`src/rtl/spi_pkg.sv`:
```
// Shared SPI definitions: FSM states, per-transfer configuration and parameter defaults.
// Imported by both the SPI master and the SPI slave.
package spi_pkg;

    typedef enum logic [1:0] {
        IDLE,
        LEAD,
        XFER,
        TRAIL
    } spi_state_t;

    typedef struct packed {
        logic cpol;
        logic cpha;
        logic msb_first;
    } spi_cfg_t;

    localparam int SPI_WIDTH_DEF   = 8;
    localparam int SPI_CLK_DIV_DEF = 4;

endpackage

```
`src/rtl/spi_clk_tick.sv`:
```
// Half-period timer: emits a one-cycle tick every CLK_DIV clocks while enabled.
// The count restarts from zero whenever the enable is low.
module spi_clk_tick
    import spi_pkg::*;
#(
    parameter int CLK_DIV = SPI_CLK_DIV_DEF
) (
    input  logic clk,
    input  logic rst,
    input  logic en,
    output logic tick
);

    logic [7:0] cnt;

    assign tick = en && (cnt == 8'(CLK_DIV - 1));

    always_ff @(posedge clk or negedge rst) begin
        if (!rst) begin
            cnt <= '0;
        end else if (!en || tick) begin
            cnt <= '0;
        end else begin
            cnt <= cnt + 8'd1;
        end
    end

endmodule

```
`src/rtl/spi_master.sv`:
```
// Byte-oriented SPI master: serialises data_in on mosi while assembling miso into data_out.
// Mode and bit order are latched on the accepted start and held for the whole transfer.
module spi_master
    import spi_pkg::*;
#(
    parameter int WIDTH   = SPI_WIDTH_DEF,
    parameter int CLK_DIV = SPI_CLK_DIV_DEF
) (
    input  logic             clk,
    input  logic             rst,
    input  logic             start,
    input  logic [WIDTH-1:0] data_in,
    input  logic             cpol,
    input  logic             cpha,
    input  logic             msb_first,
    input  logic             miso,
    output logic             sck,
    output logic             cs,
    output logic             mosi,
    output logic [WIDTH-1:0] data_out,
    output logic             busy,
    output logic             end_of_byte
);

    localparam int EDGES = 2 * WIDTH;
    localparam int EW    = $clog2(EDGES + 1);

    spi_state_t       state, state_nxt;
    spi_cfg_t         cfg;
    logic             tick;
    logic [EW-1:0]    edge_cnt;
    logic [EW-1:0]    edge_num;
    logic [WIDTH-1:0] tx_sr;
    logic [WIDTH-1:0] rx_sr;
    logic             edge_go;
    logic             lead_edge;
    logic             samp_edge;
    logic             shift_edge;
    logic             last_edge;

    function automatic logic first_bit(input logic [WIDTH-1:0] v, input logic msb);
        return msb ? v[WIDTH-1] : v[0];
    endfunction

    function automatic logic [WIDTH-1:0] shift_out(input logic [WIDTH-1:0] v, input logic msb);
        return msb ? {v[WIDTH-2:0], 1'b0} : {1'b0, v[WIDTH-1:1]};
    endfunction

    function automatic logic [WIDTH-1:0] shift_in(input logic [WIDTH-1:0] v, input logic b,
                                                  input logic msb);
        return msb ? {v[WIDTH-2:0], b} : {b, v[WIDTH-1:1]};
    endfunction

    spi_clk_tick #(.CLK_DIV(CLK_DIV)) u_tick (
        .clk  (clk),
        .rst  (rst),
        .en   (state != IDLE),
        .tick (tick)
    );

    // Edge 1 is produced by the tick that ends LEAD; odd edges are leading edges.
    assign edge_go    = tick && (state == LEAD || state == XFER);
    assign edge_num   = edge_cnt + EW'(1);
    assign lead_edge  = edge_num[0];
    assign last_edge  = (edge_num == EW'(EDGES));
    assign samp_edge  = edge_go && (lead_edge != cfg.cpha);
    assign shift_edge = edge_go && (lead_edge == cfg.cpha) && !last_edge;

    always_ff @(posedge clk or negedge rst) begin
        if (!rst) begin
            state <= IDLE;
        end else begin
            state <= state_nxt;
        end
    end

    always_comb begin
        state_nxt = state;
        unique case (state)
            IDLE:    if (start) state_nxt = LEAD;
            LEAD:    if (tick) state_nxt = XFER;
            XFER:    if (tick && last_edge) state_nxt = TRAIL;
            TRAIL:   if (tick) state_nxt = IDLE;
            default: state_nxt = IDLE;
        endcase
    end

    always_ff @(posedge clk or negedge rst) begin
        if (!rst) begin
            cfg         <= '0;
            edge_cnt    <= '0;
            tx_sr       <= '0;
            rx_sr       <= '0;
            sck         <= 1'b0;
            cs          <= 1'b1;
            mosi        <= 1'b0;
            data_out    <= '0;
            busy        <= 1'b0;
            end_of_byte <= 1'b0;
        end else begin
            end_of_byte <= 1'b0;
            unique case (state)
                IDLE: begin
                    sck <= cpol;
                    if (start) begin
                        cfg      <= {cpol, cpha, msb_first};
                        cs       <= 1'b0;
                        busy     <= 1'b1;
                        edge_cnt <= '0;
                        // With cpha=0 the first bit must already be valid at the cs fall.
                        if (!cpha) begin
                            mosi  <= first_bit(data_in, msb_first);
                            tx_sr <= shift_out(data_in, msb_first);
                        end else begin
                            tx_sr <= data_in;
                        end
                    end
                end
                LEAD, XFER: begin
                    if (edge_go) begin
                        sck      <= ~sck;
                        edge_cnt <= edge_num;
                        if (samp_edge) begin
                            rx_sr <= shift_in(rx_sr, miso, cfg.msb_first);
                        end
                        if (shift_edge) begin
                            mosi  <= first_bit(tx_sr, cfg.msb_first);
                            tx_sr <= shift_out(tx_sr, cfg.msb_first);
                        end
                    end
                end
                TRAIL: begin
                    sck <= cfg.cpol;
                    if (tick) begin
                        cs          <= 1'b1;
                        busy        <= 1'b0;
                        data_out    <= rx_sr;
                        end_of_byte <= 1'b1;
                        edge_cnt    <= '0;
                    end
                end
                default: ;
            endcase
        end
    end

endmodule
```
`config.mk`:
```
export PLATFORM = sky130hd
export DESIGN_NAME = spi_master
export DESIGN_NICKNAME = d
export VERILOG_FILES = /design/src/rtl/spi_pkg.sv /design/src/rtl/spi_clk_tick.sv /design/src/rtl/spi_master.sv
export SDC_FILE = /design/constraint.sdc
export NUM_CORES = 1
export LEC_CHECK = 0
export CAP_MARGIN = 20
export CORE_ASPECT_RATIO = 1.5
export CORE_UTILIZATION = 55
export CTS_BUF_LIST = sky130_fd_sc_hd__clkbuf_2
export DETAILED_ROUTE_END_ITERATION = 12
export HOLD_SLACK_MARGIN = 0.12
export PLACE_DENSITY = 0.84
export SLEW_MARGIN = 20
export SYNTH_ARGS = -nofsm -noshare
export SYNTH_HDL_FRONTEND = slang
export SYNTH_SLANG_ARGS = --single-unit
```
`constraint.sdc`:
```
create_clock -name clk -period 3.11 [get_ports clk]
set_clock_uncertainty 0.2 [all_clocks]
set_input_delay 0.622 -clock clk [delete_from_list [all_inputs] [get_ports clk]]
set_output_delay 0.622 -clock clk [all_outputs]
set_load 0.01 [all_outputs]
```
==> results_dict.tcl <==
set metrics [dict create \
    endpoint "tx_sr[2]$_DFFE_PN0P_" \
    ctsHtreeMaxLevel 2 \
    avgRoutedWirePerCell_um 15.2 \
    power_uw 1100 \
    r2r_slack_ns 0.37 \
    clk_pin_slew_ns 0.22 \
    grt_pass1_vias 1831 \
    rsz0062_at_grt "no" \
    place_congestion 0.824 \
    crit_type "reg2reg" \
    min_period_over_period 0.880 \
    hold_viol_final 0 \
    holdWs_ns 0.321 \
    max_freq_ghz 0.365 \
    finalWirelength_um 4780 \
    p_per_area_mw_per_mm2 376 \
    fin_setup_tns_ns 0 \
    netlist_instances 243 \
    worst-slew-pin-transition_ns 0.825 \
    setup.worst_path.end_class "flip-flop" \
    required_ns 3.25 \
    io_pins 28 \
    synth_mux_area_frac 0.181 \
    placed_cells 305 \
    ys_types 44 \
    violations "DRC" \
    grt_use_total 0.221 \
    n_antenna_cell 0 \
    maxSlewHeadroom 0.450 \
    syn2layout_area_growth_pct 15.5 \
    clock_sinks 47 \
    stdcell_area_mm2 0.00293 \
    hpwlAfterDp_um 3310 \
    nets 290 \
    synthAdderAreaFrac 0.0395 \
    cp-start-kind "flip-flop" \
    clockBufferDepth 2 \
    drt_pass1_iterations 8 \
    grt_pass1_wl_um 8400 \
    crit_path_max_fanout 8 \
    grt_overflow 0 \
    status "finished, violations left" \
    die_width_um 57.4 \
    drtIter0Drc 82 \
    reg2reg_to "tx_sr[2]$_DFFE_PN0P_" \
    worstPathArrival_ns 2.87 \
    portBuffers 27 \
    numCtsBuffers 5 \
    leakage_uw 0.00131 \
    route.vias.total 1866 \
    grt_max_degree 48 \
    die_y_um 85.1 \
    row_count 29 \
    syn_avg_cell_area_um2 10.4 \
    ys_warn_count 0 \
    synth_area_leaders "dfrtp_1, mux2i_1, mux2_2" \
    worstHoldPathType "reg2reg" \
    yosysMostFrequentCell "dfrtp_1" \
    cts_resized 0 \
    start_util 0.587 \
    ir_drop_v 0.000385 \
    setup_viol 0 \
    synth_top_family_by_area "multiplexers" \
    crit_start "u_tick.cnt[0]$_DFF_PN0_" \
    async_flop_share 1.00 \
    regToRegStartpoint "u_tick.cnt[0]$_DFF_PN0_" \
    insertion_delay_ns 0.43 \
    antenna_found_initial 0 \
    cts_tree "done" \
    critPathMaxStageDelay_ns 0.49 \
    synth_area_mm2 0.00253 \
    cp_cell_sequence "ha_1 -> or3b_2 -> nor2_2 -> or4b_4 -> a22oi_4 -> mux2_2" \
    final.min_clock_period_ns 2.74 \
    core_mm2 0.00432 \
    ys_seq_area_frac 0.464 \
    dieArea_mm2 0.00489 \
    synth_commonest_cells "dfrtp_1, mux2i_1, nor2_1" \
    synth-simple-area-share 0.125 \
    synth_largest_area_cell "dfrtp_1" \
    cts-root-buf "clkbuf_2" \
    crit_path_top_delay_cell "or4b_4" \
    max-cap-violations 0 \
    reg2reg_depth 6 \
    synth_top_area_frac 0.454 \
    synthXorXnorAreaFrac 0.0276 \
    drc 2 \
    synth_compound_area_frac 0.132 \
    vias_per_cell 5.94 \
    ys.flop_type "dfrtp_1" \
    place_area_mm2 0.00282 \
    ctsHoldBuffers 0 \
    drv_slew 0 \
    layout-drive-gt1-share 0.149 \
    ant_nets 0 \
    syn_nets 266 \
    synth-edff-count 0 \
    post-cts-setup-buffers 0 \
    ys_ff_latch 47 \
    layout.cells.non_filler 314 \
]
## layout by cell type (no fill, tap or decap), types with 2 or more instances in the layout
cell type and count:
a211oi_1 7, a21oi_1 14, a31oi_1 2, and2_1 2
buf_4 3, bufinv_16 2, clkbuf_2 5, clkdlybuf4s50_1 26
dfrtp_1 46, ha_1 8, inv_1 7, mux2_2 19
mux2i_1 23, nand2_1 16, nand2b_1 2, nand3_1 9
nand4_1 2, nor2_1 20, nor2b_1 2, nor3_1 2
o21ai_0 19, xnor2_1 3, xor2_1 5
## cell type report
type	count	area [um^2]
repair buffers	30	293
inverters	7	26.3
multi-input cells	176	1280
well taps	46	57.6
clock inverters	3	67.6
clock buffers	5	25.0
flip-flops and latches	47	1180
fillers	345	1390
## cell families (layout without fill, tap and decap cells)
group | after synthesis | after routing
buffers and inverters | 20 | 45
adder cells (fa/ha/maj) | 8 | 8
AO/OA/AOI/OAI | 53 | 53
flip-flops | 47 | 47
AND/OR/NAND/NOR | 64 | 64
XOR/XNOR | 8 | 8
multiplexers | 43 | 43
## sequential cells by signal, summed over array words and instances, names as in the netlist, 2 cells and up
| signal | count |
|---|---|
| data_out | 8 |
| rx_sr | 8 |
| tx_sr | 8 |
| u_tick.cnt | 8 |
| edge_cnt | 5 |
| cfg | 3 |
| state | 2 |
## per-layer routing
metal,global-route usage,part of all wire,up-vias
met5,0,0,-
met4,0.0931,0.023,0
met3,0.0335,0.027,12
met2,0.363,0.51,29
met1,0.290,0.43,914
li1,-,-,911
## critical path: cells and delay by family, from the launching register on
kind,cells,cell delay (ns)
mux,1,0.38
fa+ha+maj,1,0.23
compound gates,1,0.35
simple gates,3,1.07
flops,1,0.45
## report_power, final
group	internal [uW]	switching, uW	total, uW
clock network	216	198	414
registers	619	5.51	624
logic	30.2	32.6	62.8
## worst min-delay path by stage
| stage | to | cells past startpoint | startpoint |
|---|---|---|---|
| after detailed placement | data_out[3]$_DFFE_PN0P_ | 1 | data_out[3]$_DFFE_PN0P_ |
| after global placement | edge_cnt[4]$_DFFE_PN0P_ | 1 | edge_cnt[4]$_DFFE_PN0P_ |
| after global routing | u_tick.cnt[0]$_DFF_PN0_ | 1 | u_tick.cnt[0]$_DFF_PN0_ |
| final | u_tick.cnt[0]$_DFF_PN0_ | 1 | u_tick.cnt[0]$_DFF_PN0_ |
| after CTS | state[0]$_DFFE_PN0P_ | 1 | rst |
| after floorplan | busy$_DFFE_PN0P_ | 0 | rst |
## stage by stage
stage | setup slack [ns] | util
6_report | 0.374 | 0.678
5_1_grt | 0.254 | 0.678
4_1_cts | 0.367 | 0.675
3_5_place_dp | 0.377 | 0.654
3_3_place_gp | 0.421 | 0.654
2_1_floorplan | 0.507 | -
Note: power is estimated with default switching activity, not from simulation.
